$ cat src/rtl/kmeans_centroid_accum.sv
// -----------------------------------------------------------------------------
// kmeans_centroid_accum
// Streaming per-cluster accumulator that sits behind the k-means product
// multiplier. Each accepted beat adds its signed product into the running sum
// of its cluster and bumps that cluster's point count. When the beat marked
// s_last has been absorbed, one record per cluster is drained (cluster 0 first)
// and each cluster's state is cleared as its record is taken.
//
// Ports
//   ap_clk, ap_rst_n : clock, synchronous active-low reset
//   s_valid/s_ready  : input beat handshake (ready only while accumulating)
//   s_cluster        : cluster index of the beat (>= K is dropped, sets err)
//   s_prod           : signed product, sign-extended into the accumulator
//   s_last           : final beat of the pass, starts the drain
//   m_valid/m_ready  : drain record handshake
//   m_cluster        : cluster index of the record
//   m_sum, m_count   : accumulated sum / point count for that cluster
//   m_last           : record for cluster K-1
//   err              : sticky, out-of-range index or count saturation seen
// -----------------------------------------------------------------------------
module kmeans_centroid_accum #(
   parameter int unsigned K      = 4,
   parameter int unsigned CL_W   = 2,
   parameter int unsigned PROD_W = 11,
   parameter int unsigned SUM_W  = 32,
   parameter int unsigned CNT_W  = 20
) (
   input  logic              ap_clk,
   input  logic              ap_rst_n,
   input  logic              s_valid,
   output logic              s_ready,
   input  logic [CL_W-1:0]   s_cluster,
   input  logic [PROD_W-1:0] s_prod,
   input  logic              s_last,
   output logic              m_valid,
   input  logic              m_ready,
   output logic [CL_W-1:0]   m_cluster,
   output logic [SUM_W-1:0]  m_sum,
   output logic [CNT_W-1:0]  m_count,
   output logic              m_last,
   output logic              err
);

   localparam int unsigned EXT_W = SUM_W - PROD_W;

   localparam logic [1:0] ST_IDLE  = 2'd0;
   localparam logic [1:0] ST_ACCUM = 2'd1;
   localparam logic [1:0] ST_DRAIN = 2'd2;

   logic [1:0]       state;
   logic [1:0]       state_nxt;
   logic [CL_W-1:0]  d_q;
   logic [CL_W-1:0]  d_nxt;

   logic [SUM_W-1:0] sum_q   [K];
   logic [SUM_W-1:0] sum_nxt [K];
   logic [CNT_W-1:0] cnt_q   [K];
   logic [CNT_W-1:0] cnt_nxt [K];
   logic             err_nxt;

   logic             accept;
   logic             drain_hs;
   logic             last_rec;
   logic [SUM_W-1:0] prod_ext;
   logic [SUM_W-1:0] rd_sum;
   logic [CNT_W-1:0] rd_cnt;

   // Handshake qualifiers; s_ready mirrors the ACCUM state exactly.
   assign accept   = s_valid && (state == ST_ACCUM);
   assign drain_hs = (state == ST_DRAIN) && m_ready;
   assign last_rec = (d_q == CL_W'(K - 1));
   assign prod_ext = {{EXT_W{s_prod[PROD_W-1]}}, s_prod};

   // State register.
   always_ff @(posedge ap_clk) begin
      if (!ap_rst_n) begin
         state <= ST_IDLE;
         d_q   <= '0;
      end else begin
         state <= state_nxt;
         d_q   <= d_nxt;
      end
   end

   // Next-state and drain-index logic.
   always_comb begin
      state_nxt = state;
      d_nxt     = d_q;
      case (state)
         ST_IDLE: begin
            state_nxt = ST_ACCUM;
            d_nxt     = '0;
         end
         ST_ACCUM: begin
            if (accept && s_last) begin
               state_nxt = ST_DRAIN;
               d_nxt     = '0;
            end
         end
         ST_DRAIN: begin
            if (drain_hs) begin
               if (last_rec) begin
                  state_nxt = ST_ACCUM;
                  d_nxt     = '0;
               end else begin
                  d_nxt = d_q + CL_W'(1);
               end
            end
         end
         default: begin
            state_nxt = ST_IDLE;
            d_nxt     = '0;
         end
      endcase
   end

   // Per-cluster accumulate / clear-on-drain; the reset is folded in here so
   // the array registers below are a plain whole-array update.
   always_comb begin
      sum_nxt = sum_q;
      cnt_nxt = cnt_q;
      err_nxt = err;

      if (accept) begin
         if (32'(s_cluster) >= K) begin
            err_nxt = 1'b1;
         end else begin
            for (int k = 0; k < int'(K); k++) begin
               if (s_cluster == CL_W'(k)) begin
                  // A saturated count freezes both sum and count so the
                  // record stays self-consistent.
                  if (&cnt_q[k]) begin
                     err_nxt = 1'b1;
                  end else begin
                     sum_nxt[k] = sum_q[k] + prod_ext;
                     cnt_nxt[k] = cnt_q[k] + CNT_W'(1);
                  end
               end
            end
         end
      end

      if (drain_hs) begin
         for (int k = 0; k < int'(K); k++) begin
            if (d_q == CL_W'(k)) begin
               sum_nxt[k] = '0;
               cnt_nxt[k] = '0;
            end
         end
      end

      if (!ap_rst_n) begin
         for (int k = 0; k < int'(K); k++) begin
            sum_nxt[k] = '0;
            cnt_nxt[k] = '0;
         end
         err_nxt = 1'b0;
      end
   end

   // Accumulator arrays.
   always_ff @(posedge ap_clk) begin
      sum_q <= sum_nxt;
      cnt_q <= cnt_nxt;
   end

   // Record read port: looks at the post-update arrays so the first record
   // already includes the s_last beat.
   always_comb begin
      rd_sum = '0;
      rd_cnt = '0;
      for (int k = 0; k < int'(K); k++) begin
         if (d_nxt == CL_W'(k)) begin
            rd_sum = sum_nxt[k];
            rd_cnt = cnt_nxt[k];
         end
      end
   end

   // Registered outputs, loaded from the next-state view.
   always_ff @(posedge ap_clk) begin
      if (!ap_rst_n) begin
         s_ready   <= 1'b0;
         m_valid   <= 1'b0;
         m_cluster <= '0;
         m_sum     <= '0;
         m_count   <= '0;
         m_last    <= 1'b0;
         err       <= 1'b0;
      end else begin
         s_ready <= (state_nxt == ST_ACCUM);
         m_valid <= (state_nxt == ST_DRAIN);
         err     <= err_nxt;
         if (state_nxt == ST_DRAIN) begin
            m_cluster <= d_nxt;
            m_sum     <= rd_sum;
            m_count   <= rd_cnt;
            m_last    <= (d_nxt == CL_W'(K - 1));
         end else begin
            m_cluster <= '0;
            m_sum     <= '0;
            m_count   <= '0;
            m_last    <= 1'b0;
         end
      end
   end

endmodule

$ cat config.mk
export PLATFORM = sky130hd
export DESIGN_NAME = kmeans_centroid_accum
export DESIGN_NICKNAME = d
export VERILOG_FILES = /design/src/rtl/kmeans_centroid_accum.sv
export SDC_FILE = /design/constraint.sdc
export NUM_CORES = 1
export LEC_CHECK = 0
export CAP_MARGIN = 20
export CORE_UTILIZATION = 62
export DETAILED_ROUTE_END_ITERATION = 10
export PLACE_DENSITY_LB_ADDON = 0.2
export SLEW_MARGIN = 20
export SYNTH_ARGS = -nofsm -noshare
export SYNTH_HDL_FRONTEND = slang
export SYNTH_SLANG_ARGS = --single-unit
$ cat constraint.sdc
create_clock -name ap_clk -period 4 [get_ports ap_clk]
set_input_delay 0.8 -clock ap_clk [delete_from_list [all_inputs] [get_ports ap_clk]]
set_output_delay 0.8 -clock ap_clk [all_outputs]
set_load 0.02 [all_outputs]
==> metrics.cfg, run 1 <==
[outcome]
status = finished, final reports clean

[setup_path]
crit_type = input pin to flop
crit_fanout = 4
end_kind = flop
path_depth = 19
regToRegSetupSlack_ns = 0.47
cp_slowest_cell = clkdlybuf4s50_1
reg2reg_from = cnt_q[3]$_DFF_P_
crit_required_ns = 4.49
path_buf_inv = 6
cpMostUsedCell = buf_4
crit_family = compound AO/OA/AOI/OAI gates
max_stage_delay_ns = 0.51
worstRegToRegCells = 10
startpoint_type = input pin
r2r_end = m_sum[17]$_SDFF_PN0_
crit_end = m_sum[22]$_SDFF_PN0_
crit_chain = clkdlybuf4s50_1 -> ha_1 -> inv_1 -> fa_1 -> nor2b_2 -> o2111ai_1 -> buf_4 -> a31oi_1 -> buf_4 -> a31oi_2 -> o211ai_2 -> buf_4 -> a41o_1 -> buf_4 -> xor2_1 -> nand2_1 -> a21oi_2 -> o22ai_2 -> a21oi_1
cp-startpoint = s_prod[0]
worstPathArrival_ns = 4.37

[placement]
place_congestion = 1.03
place.port_buffers = 75
place_area_um2 = 20300
hpwl_um = 46100
dp_slack_ns = -0.388

[layout]
multi_input_area_um2 = 11700
area_growth_pct = 21.1
final_nets = 2648
fin_area_um2 = 21400
regArea_um2 = 5410
diodes = 0
fill_cells = 2141
drive_gt1_share_pct = 13.8

[pwr]
ir_drop_mv = 0.309
pwr_density_cell_nw_per_um2 = 306
leakage_nw = 8.81

[drt]
wl_per_cell_um = 21.8
drc = 0
wirelength_um = 63000
first_iter_violations = 2211
vias = 18800
drtPass1Iterations = 8
via_per_inst = 6.50
postRouteAntennaNets = 0

[yosys]
yosysWarnings = 0
syn-num-nets = 2406
syn_inst = 2248
ys.flop_type = dfxtp_1
seq_area_frac_synth_pct = 30.6
ys_ff_latch = 270
async_reset_ff_share_pct = 0
syn_avg_cell_area_um2 = 7.86
ys_types = 93
synth_edf_count = 0
syn_area_um2 = 17700

[sta]
max_slew_margin_pct = 43.0
worst_pin_slew_ns = 0.853
fin_hold_ws_ns = 0.481
layout_min_cycle_time_ns = 3.88
min_period_over_period_pct = 96.9
setup_violations = 0
slew_violations = 0
fin_ws_ns = 0.123
fmax_ghz = 0.258
skew_ns = 0.0166
final_hold_viol_count = 0

[floorplan]
die_y_um = 171
start_util_pct = 63.2
ios = 76
die_w_um = 171
num_rows = 61
coreArea_um2 = 27900
dieArea_um2 = 29200

[grt]
grt_overflow_total = 0
grt_first_pass_wirelength_um = 96600
gr-usage-all-layers_pct = 42.8
grt_pass1_vias = 18100
antenna_found_initial = 3
grt_max_degree = 56

[cts]
cts_sinks = 270
cts.htree.levels = 1
clk_pin_slew_ns = 0.06
cts-root-buf = clkbuf_16
hold_buffers = 0
numCtsBuffers = 31
clock_tree.buffer_depth = 3
cts_tree = yes
clock_insertion_delay_worst_skew_ns = 0.57

[worst_hold_path]
hp-class = flop to flop

[run]
maxCapViolations = 0

## synth_stat cells (9+ instances only)
master / n / area share (%)
xnor2_1: 74 / 3.7
o21ai_0: 105 / 3.0
a21oi_1: 227 / 6.4
o21bai_1: 14 / 0.60
nor2b_1: 22 / 0.78
o221ai_1: 11 / 0.55
o21ai_1: 13 / 0.37
nand4_1: 26 / 0.92
nor3_1: 40 / 1.1
a222oi_1: 9 / 0.51
a31oi_1: 18 / 0.64
xor2_1: 79 / 3.9
o22ai_1: 15 / 0.53
clkbuf_1: 67 / 1.4
nand3_1: 82 / 2.3
o211ai_1: 10 / 0.43
nor2_1: 227 / 4.8
dfxtp_1: 270 / 31
o31ai_1: 9 / 0.38
and4_1: 12 / 0.60
inv_1: 52 / 1.1
and2_1: 21 / 0.74
ha_1: 136 / 9.6
buf_2: 23 / 0.65
nand2_1: 315 / 6.7
a21o_1: 48 / 2.0
mux2i_1: 25 / 1.4
o21a_1: 24 / 1.0
a221oi_1: 9 / 0.45
nand2b_1: 13 / 0.46
and3_1: 24 / 0.85
a211oi_1: 38 / 1.6
or3_1: 25 / 0.89
## layer usage
layer | vias up | share of wire (%) | track usage, %
met1 | 8738 | 40 | 55.2
met5 | - | 0.057 | 0
met2 | 1180 | 43 | 65.9
met3 | 244 | 11 | 9.28
met4 | 6 | 5.4 | 24.2
li1 | 8624 | - | -
## area by class of cell
| cell class | count | area share, % |
|---|---|---|
| clock inverters | 14 | 0.825 |
| multi-input cells | 1826 | 54.8 |
| well taps | 378 | 2.21 |
| flip-flops and latches | 270 | 25.3 |
| repair buffers | 309 | 12.0 |
| inverters | 52 | 0.913 |
| clock buffers | 42 | 4.01 |
## power breakdown
group          internal, mW  leakage [nW]  switching, mW  total (mW)
clock network          1.75         0.511           1.20        2.95
logic                 0.342          6.12          0.514       0.856
registers              2.72          2.18         0.0209        2.74
## stage by stage
stage,instances,setup TNS (ns),util [%],total power [mW]
finish,2891,0,76.6,6.54
CTS,2890,0,76.3,6.50
global placement,2834,-4.80,72.6,3.59
global route,2891,-0.113,76.6,6.72
floorplan,2248,0,-,3.30
detailed placement,2834,-7.05,72.6,3.61
## worst min-delay path by stage
stage                     cells after the start  slack (ns)               start            endpoint
after floorplan                               2        0.45   sum_q[92]$_DFF_P_   sum_q[92]$_DFF_P_
after global placement                        2        0.46   sum_q[26]$_DFF_P_   sum_q[26]$_DFF_P_
after detailed placement                      2        0.47  sum_q[124]$_DFF_P_  sum_q[124]$_DFF_P_
after CTS                                     2        0.48  sum_q[124]$_DFF_P_  sum_q[124]$_DFF_P_
after global routing                          2        0.50   sum_q[86]$_DFF_P_   sum_q[86]$_DFF_P_
final                                         2        0.48   sum_q[70]$_DFF_P_   sum_q[70]$_DFF_P_
## cells by family (layout without fill, tap and decap cells)
kind of cell	count (synthesis)	after routing	synth area share, %
simple gates	846	846	21.9
compound gates	657	657	24.4
flops	270	270	30.6
xor+xnor	153	153	7.59
buf+inv	152	417	3.63
fa+ha+maj	140	140	10.1
mux	30	30	1.80
## worst reg2reg max path: stages, from the launching register on
cell	delay (ns)
dfxtp_1	0.40
and4_1	0.26
nand4_1	0.28
nor4_1	0.59
or2_2	0.64
buf_4	0.36
nand2_1	0.09
a31oi_1	0.23
mux2i_1	0.15
a211oi_1	0.33
buf_4	0.17
## state kept, by name, indices dropped and copies added, names as in the netlist
signal     cells
sum_q        128
cnt_q         80
m_sum         32
m_count       20
d_q            2
m_cluster      2
state          2
err            1
m_last         1
m_valid        1
s_ready        1
## repair_timing
action | CTS | global route
endpoints found under the setup margin | 0 | 11
resized for setup | 0 | 17
buffers inserted | 0 | 1
## cells in the final DEF, fill, tap and decap left out, drive strengths merged, types with 38 or more instances in the layout
cell / n
nor3: 40
xnor2: 74
inv: 52
nand2: 317
dfxtp: 270
a21o: 48
clkdlybuf4s50: 74
buf: 235
xor2: 79
o21ai: 119
a211oi: 38
clkbuf: 42
nand3: 82
a21oi: 231
nor2: 228
ha: 136
No activity file was read; power rests on OpenSTA's default activity.
==> inputs of run 2 (changes only) <==
CORE_UTILIZATION = 53   (was 62)
RECOVER_POWER = 100   (was not set)
clock period = 4.8 ns   (was 4 ns; I/O delays follow)
==> run 2 against run 1 <==
Net effect: the flow now finishes with violations (capacitance limit, slew limit); clock power decreased by 10%; sequential share of layout area up 1.6 points; register-to-register slack got worse by 0.05 ns; cell count shrank 3.3%; final area fell by 5.9%; setup slack better by 0.16 ns; sequential power is 17% lower.
==> metrics.cfg, run 2 (synthesized netlist as in run 1, its figures left out) <==
[outcome]
status = finished with violations
violations = capacitance limit, slew limit

[drt]
wl_per_cell_um = 21.8
drc = 0
drtPass1Iterations = 6
postRouteAntennaNets = 0
vias = 17600
first_iter_violations = 1682
wirelength_um = 61000
via_per_inst = 6.28

[floorplan]
start_util_pct = 54.0
dieArea_um2 = 34100
die_y_um = 185
die_w_um = 185
ios = 76
coreArea_um2 = 32700
num_rows = 66

[pwr]
leakage_nw = 8.17
pwr_density_cell_nw_per_um2 = 276
ir_drop_mv = 0.242

[setup_path]
crit_chain = dlygate4sd3_1 -> nand2_1 -> nor2_1 -> and2_0 -> nand2_1 -> nor2_1 -> nand4_1 -> xor2_1 -> nor2_1 -> a22o_1 -> a222oi_1 -> nor2_1
startpoint_type = input pin
crit_required_ns = 5.19
max_stage_delay_ns = 1.04
worstPathArrival_ns = 4.90
path_buf_inv = 1
crit_family = simple AND/OR/NAND/NOR gates
cpMostUsedCell = nor2_1
crit_fanout = 39
end_kind = flop
crit_type = input pin to flop
cp_slowest_cell = nand2_1

[sta]
final_hold_viol_count = 0
max_slew_margin_pct = -16.4
fin_setup_tns_ns = 0
skew_ns = 0.0224
rsz0062_at_grt = false
worst_pin_slew_ns = 1.74
setup_violations = 0
slew_violations = 108
fmax_ghz = 0.222
min_period_over_period_pct = 94.0
layout_min_cycle_time_ns = 4.51

[cts]
numCtsBuffers = 34
clk_pin_slew_ns = 0.06
cts_sinks = 270
cts_tree = yes
cts-root-buf = clkbuf_16
clock_tree.buffer_depth = 3
hold_buffers = 0
postCtsSetupBuffers = 0
post_cts_resized = 0
cts.htree.levels = 2
clock_insertion_delay_worst_skew_ns = 0.53

[layout]
diodes = 0
largest_reg_flops = 128
fill_cells = 3015
final_nets = 2487
drive_gt1_share_pct = 6.24
finalNonFillerCells = 2797
final_common_cell = nand2_1
fin_util_pct = 61.6
fin_area_um2 = 20100
reg.largest.list = sum_q: 128 flops, cnt_q: 80 flops, m_sum: 32 flops
regMostFlops = sum_q
area_growth_pct = 14.0
final_cell_mix = nand2_1 (314), dfxtp_1 (270), a21oi_1 (228), nor2_1 (225), ha_1 (136)

[grt]
gr-usage-all-layers_pct = 35.7
grt_overflow_total = 0
grt_pass1_vias = 16400
grt_first_pass_wirelength_um = 93100
antenna_found_initial = 0
grt_max_degree = 53

[placement]
place_congestion = 0.987
place_area_um2 = 19100
place.port_buffers = 75
dp.cells = 2735
hpwl_um = 43800

[worst_hold_path]
hp-class = flop to flop

[run]
maxCapViolations = 3

[run 2: changes by cell type in the layout (fill, tap and decap cells not counted), moves of 8 or more]
| cell | previous run | this run |
|---|---|---|
| o21ai_0 | 104 | 112 |
| dlygate4sd3_1 | 0 | 64 |
| buf_4 | 230 | 51 |
| clkdlybuf4s50_1 | 74 | 10 |
| clkbuf_1 | 7 | 23 |
| and2_0 | 0 | 8 |
| and2_1 | 21 | 13 |
[run 2: area by class of cell]
type | count | area (µm²) | area share, %
clock buffers | 52 | 1030 | 5.11
repair buffers | 145 | 1250 | 6.22
flip-flops and latches | 270 | 5410 | 26.9
clock inverters | 10 | 125 | 0.622
multi-input cells | 1826 | 11600 | 57.5
inverters | 52 | 195 | 0.970
well taps | 442 | 553 | 2.75
[run 2: final timing paths]
path / from / to / slack (ns) / cells after the start
worst min register to register: err$_SDFFE_PN0P_ / err$_SDFFE_PN0P_ / 0.47 / 1
worst max register to register: cnt_q[43]$_DFF_P_ / m_count[9]$_SDFF_PN0_ / 0.42 / 11
worst min-delay path: err$_SDFFE_PN0P_ / err$_SDFFE_PN0P_ / 0.47 / 1
worst max-delay path: s_valid / m_count[9]$_SDFF_PN0_ / 0.29 / 12
[run 2: per-layer routing]
layer,up-vias,part of all wire [%],wire (µm),track usage (%)
li1,8316,-,-,-
met1,8322,43,26300,46.9
met2,783,45,27400,57.9
met3,156,7.4,4510,4.78
met4,0,4.6,2790,16.2
met5,-,0,0,0
[run 2: stage by stage]
| step | setup slack, ns | hold slack [ns] | power [mW] |
|---|---|---|---|
| floorplan | 1.21 | 0.445 | 2.75 |
| global placement | 0.133 | 0.461 | 2.93 |
| detailed placement | 0.0860 | 0.462 | 2.94 |
| CTS | 0.588 | 0.478 | 5.56 |
| global route | 0.0896 | 0.502 | 5.72 |
| finish | 0.286 | 0.470 | 5.55 |
[run 2: power breakdown]
part | switching [mW] | total [mW] | leakage (nW) | internal, mW
clock | 1.05 | 2.65 | 0.572 | 1.60
combinational | 0.400 | 0.620 | 5.42 | 0.220
sequential | 0.0160 | 2.28 | 2.18 | 2.27
==> inputs of run 3 (changes only) <==
CORE_MARGIN = 2   (was not set)
==> run 3 against run 2 <==
Net effect: the flow still finishes with violations (capacitance limit, slew limit); fmax decreased by 0.76%; setup slack got worse by 0.035 ns; routed wire length is 0.45% higher; cell count fell by 0.25%; worst hold slack improved by 0.0096 ns; critical path type unchanged.
==> metrics.cfg, run 3 (synthesized netlist as in run 1, its figures left out) <==
[sta]
rsz0062_at_grt = false
fmax_ghz = 0.220
slew_violations = 61
fin_setup_tns_ns = 0
final_hold_viol_count = 0
setup_violations = 0
layout_min_cycle_time_ns = 4.55
worst_pin_slew_ns = 2.60
max_slew_margin_pct = -73.4
skew_ns = 0.0334
min_period_over_period_pct = 94.8

[setup_path]
path_buf_inv = 1
max_stage_delay_ns = 0.66
cpMostUsedCell = o21ai_0
crit_chain = dlygate4sd3_1 -> ha_1 -> o21ai_0 -> o21ai_0 -> nand3_1 -> a21oi_1 -> o21ai_0 -> nand2b_1 -> a21oi_1 -> or3_1 -> a31oi_1 -> mux2i_1 -> a211oi_1
crit_fanout = 4
path_depth = 13
worstRegToRegCells = 11
crit_required_ns = 5.18
startpoint_type = input pin
cp_slowest_cell = dlygate4sd3_1
regToRegSetupSlack_ns = 0.36
worstPathArrival_ns = 4.92
crit_type = input pin to flop
end_kind = flop
crit_family = compound AO/OA/AOI/OAI gates

[floorplan]
start_util_pct = 54.0
num_rows = 66
coreArea_um2 = 32700
ios = 76
die_w_um = 187
die_y_um = 187
dieArea_um2 = 34800

[cts]
numCtsBuffers = 34
cts-root-buf = clkbuf_16
post_cts_resized = 0
postCtsSetupBuffers = 0
cts_tree = yes
cts_sinks = 270
clock_insertion_delay_worst_skew_ns = 0.53
clk_pin_slew_ns = 0.05
hold_buffers = 0
clock_tree.buffer_depth = 3
cts.htree.levels = 2

[layout]
final_common_cell = nand2_1
reg.largest.list = sum_q: 128 flops, cnt_q: 80 flops, m_sum: 32 flops
regArea_um2 = 5410
fill_cells = 2928
final_cell_mix = nand2_1 (314), dfxtp_1 (270), a21oi_1 (228), nor2_1 (225), ha_1 (136)
area_growth_pct = 13.8
diodes = 0
regMostFlops = sum_q
multi_input_area_um2 = 11600
final_nets = 2482
fin_util_pct = 61.4
largest_reg_flops = 128
drive_gt1_share_pct = 6.13

[grt]
grt_first_pass_wirelength_um = 94200
antenna_found_initial = 1
grt_overflow_total = 0
grt_max_degree = 56
grt_pass1_vias = 16500
gr-usage-all-layers_pct = 34.2

[drt]
drtPass1Iterations = 6
wl_per_cell_um = 22.0
vias = 17600
drc = 0
first_iter_violations = 1646
postRouteAntennaNets = 0
via_per_inst = 6.31
wirelength_um = 61300

[outcome]
status = finished with violations
violations = capacitance limit, slew limit

[placement]
place_congestion = 0.991
place.port_buffers = 75
hpwl_um = 44600

[worst_hold_path]
hold_depth = 2
hp-class = flop to flop

[pwr]
ir_drop_mv = 0.280
p_total_mw = 5.46
pwr_density_cell_nw_per_um2 = 272
leakage_nw = 8.14

[run]
maxCapViolations = 2

-- run 3: cell type report --
class | instances | share of cell area (%)
multi-input cells | 1826 | 57.7
flip-flops and latches | 270 | 26.9
repair buffers | 140 | 6.20
clock buffers | 51 | 5.05
well taps | 442 | 2.75
inverters | 52 | 0.971
clock inverters | 9 | 0.467
-- run 3: path summary, 6_finish.rpt --
| check | start | endpoint |
|---|---|---|
| worst min-delay path | sum_q[105]$_DFF_P_ | sum_q[105]$_DFF_P_ |
| worst min register to register | sum_q[105]$_DFF_P_ | sum_q[105]$_DFF_P_ |
| worst max-delay path | s_prod[2] | m_sum[17]$_SDFF_PN0_ |
| worst max register to register | cnt_q[60]$_DFF_P_ | m_sum[13]$_SDFF_PN0_ |
-- run 3: routing by layer --
metal  routed length [µm]  vias to the layer above  global-route usage, %
li1                     -                     8290                      -
met1                26100                     8306                   46.7
met2                26700                      831                   53.7
met3                 5620                      185                   5.44
met4                 2870                        2                   14.6
met5                   13                        -                      0
-- run 3: power by group --
group | internal (mW) | leakage, nW | switching, mW
combinational | 0.220 | 5.42 | 0.400
sequential | 2.27 | 2.18 | 0.0164
clock | 1.52 | 0.541 | 1.04
-- run 3: worst register-to-register path, stage by stage (launching register included) --
cell	delay (ns)
dfxtp_1	0.40
ha_1	0.20
nand2_1	0.16
or3_1	0.37
or3_1	0.47
nand2_1	0.45
buf_4	0.31
clkbuf_1	0.86
nand3_1	0.16
o31ai_1	0.14
o221ai_1	0.27
a21oi_1	0.50
-- run 3: stage by stage --
step | hold slack [ns] | cell area, µm² | cells | setup slack (ns)
6_report | 0.479 | 20100 | 2790 | 0.252
3_3_place_gp | 0.460 | 19100 | 2730 | 0.112
5_1_grt | 0.503 | 20100 | 2790 | 0.139
4_1_cts | 0.479 | 20200 | 2790 | 0.569
2_1_floorplan | 0.445 | 17700 | 2248 | 1.21
3_5_place_dp | 0.471 | 19100 | 2730 | 0.0725
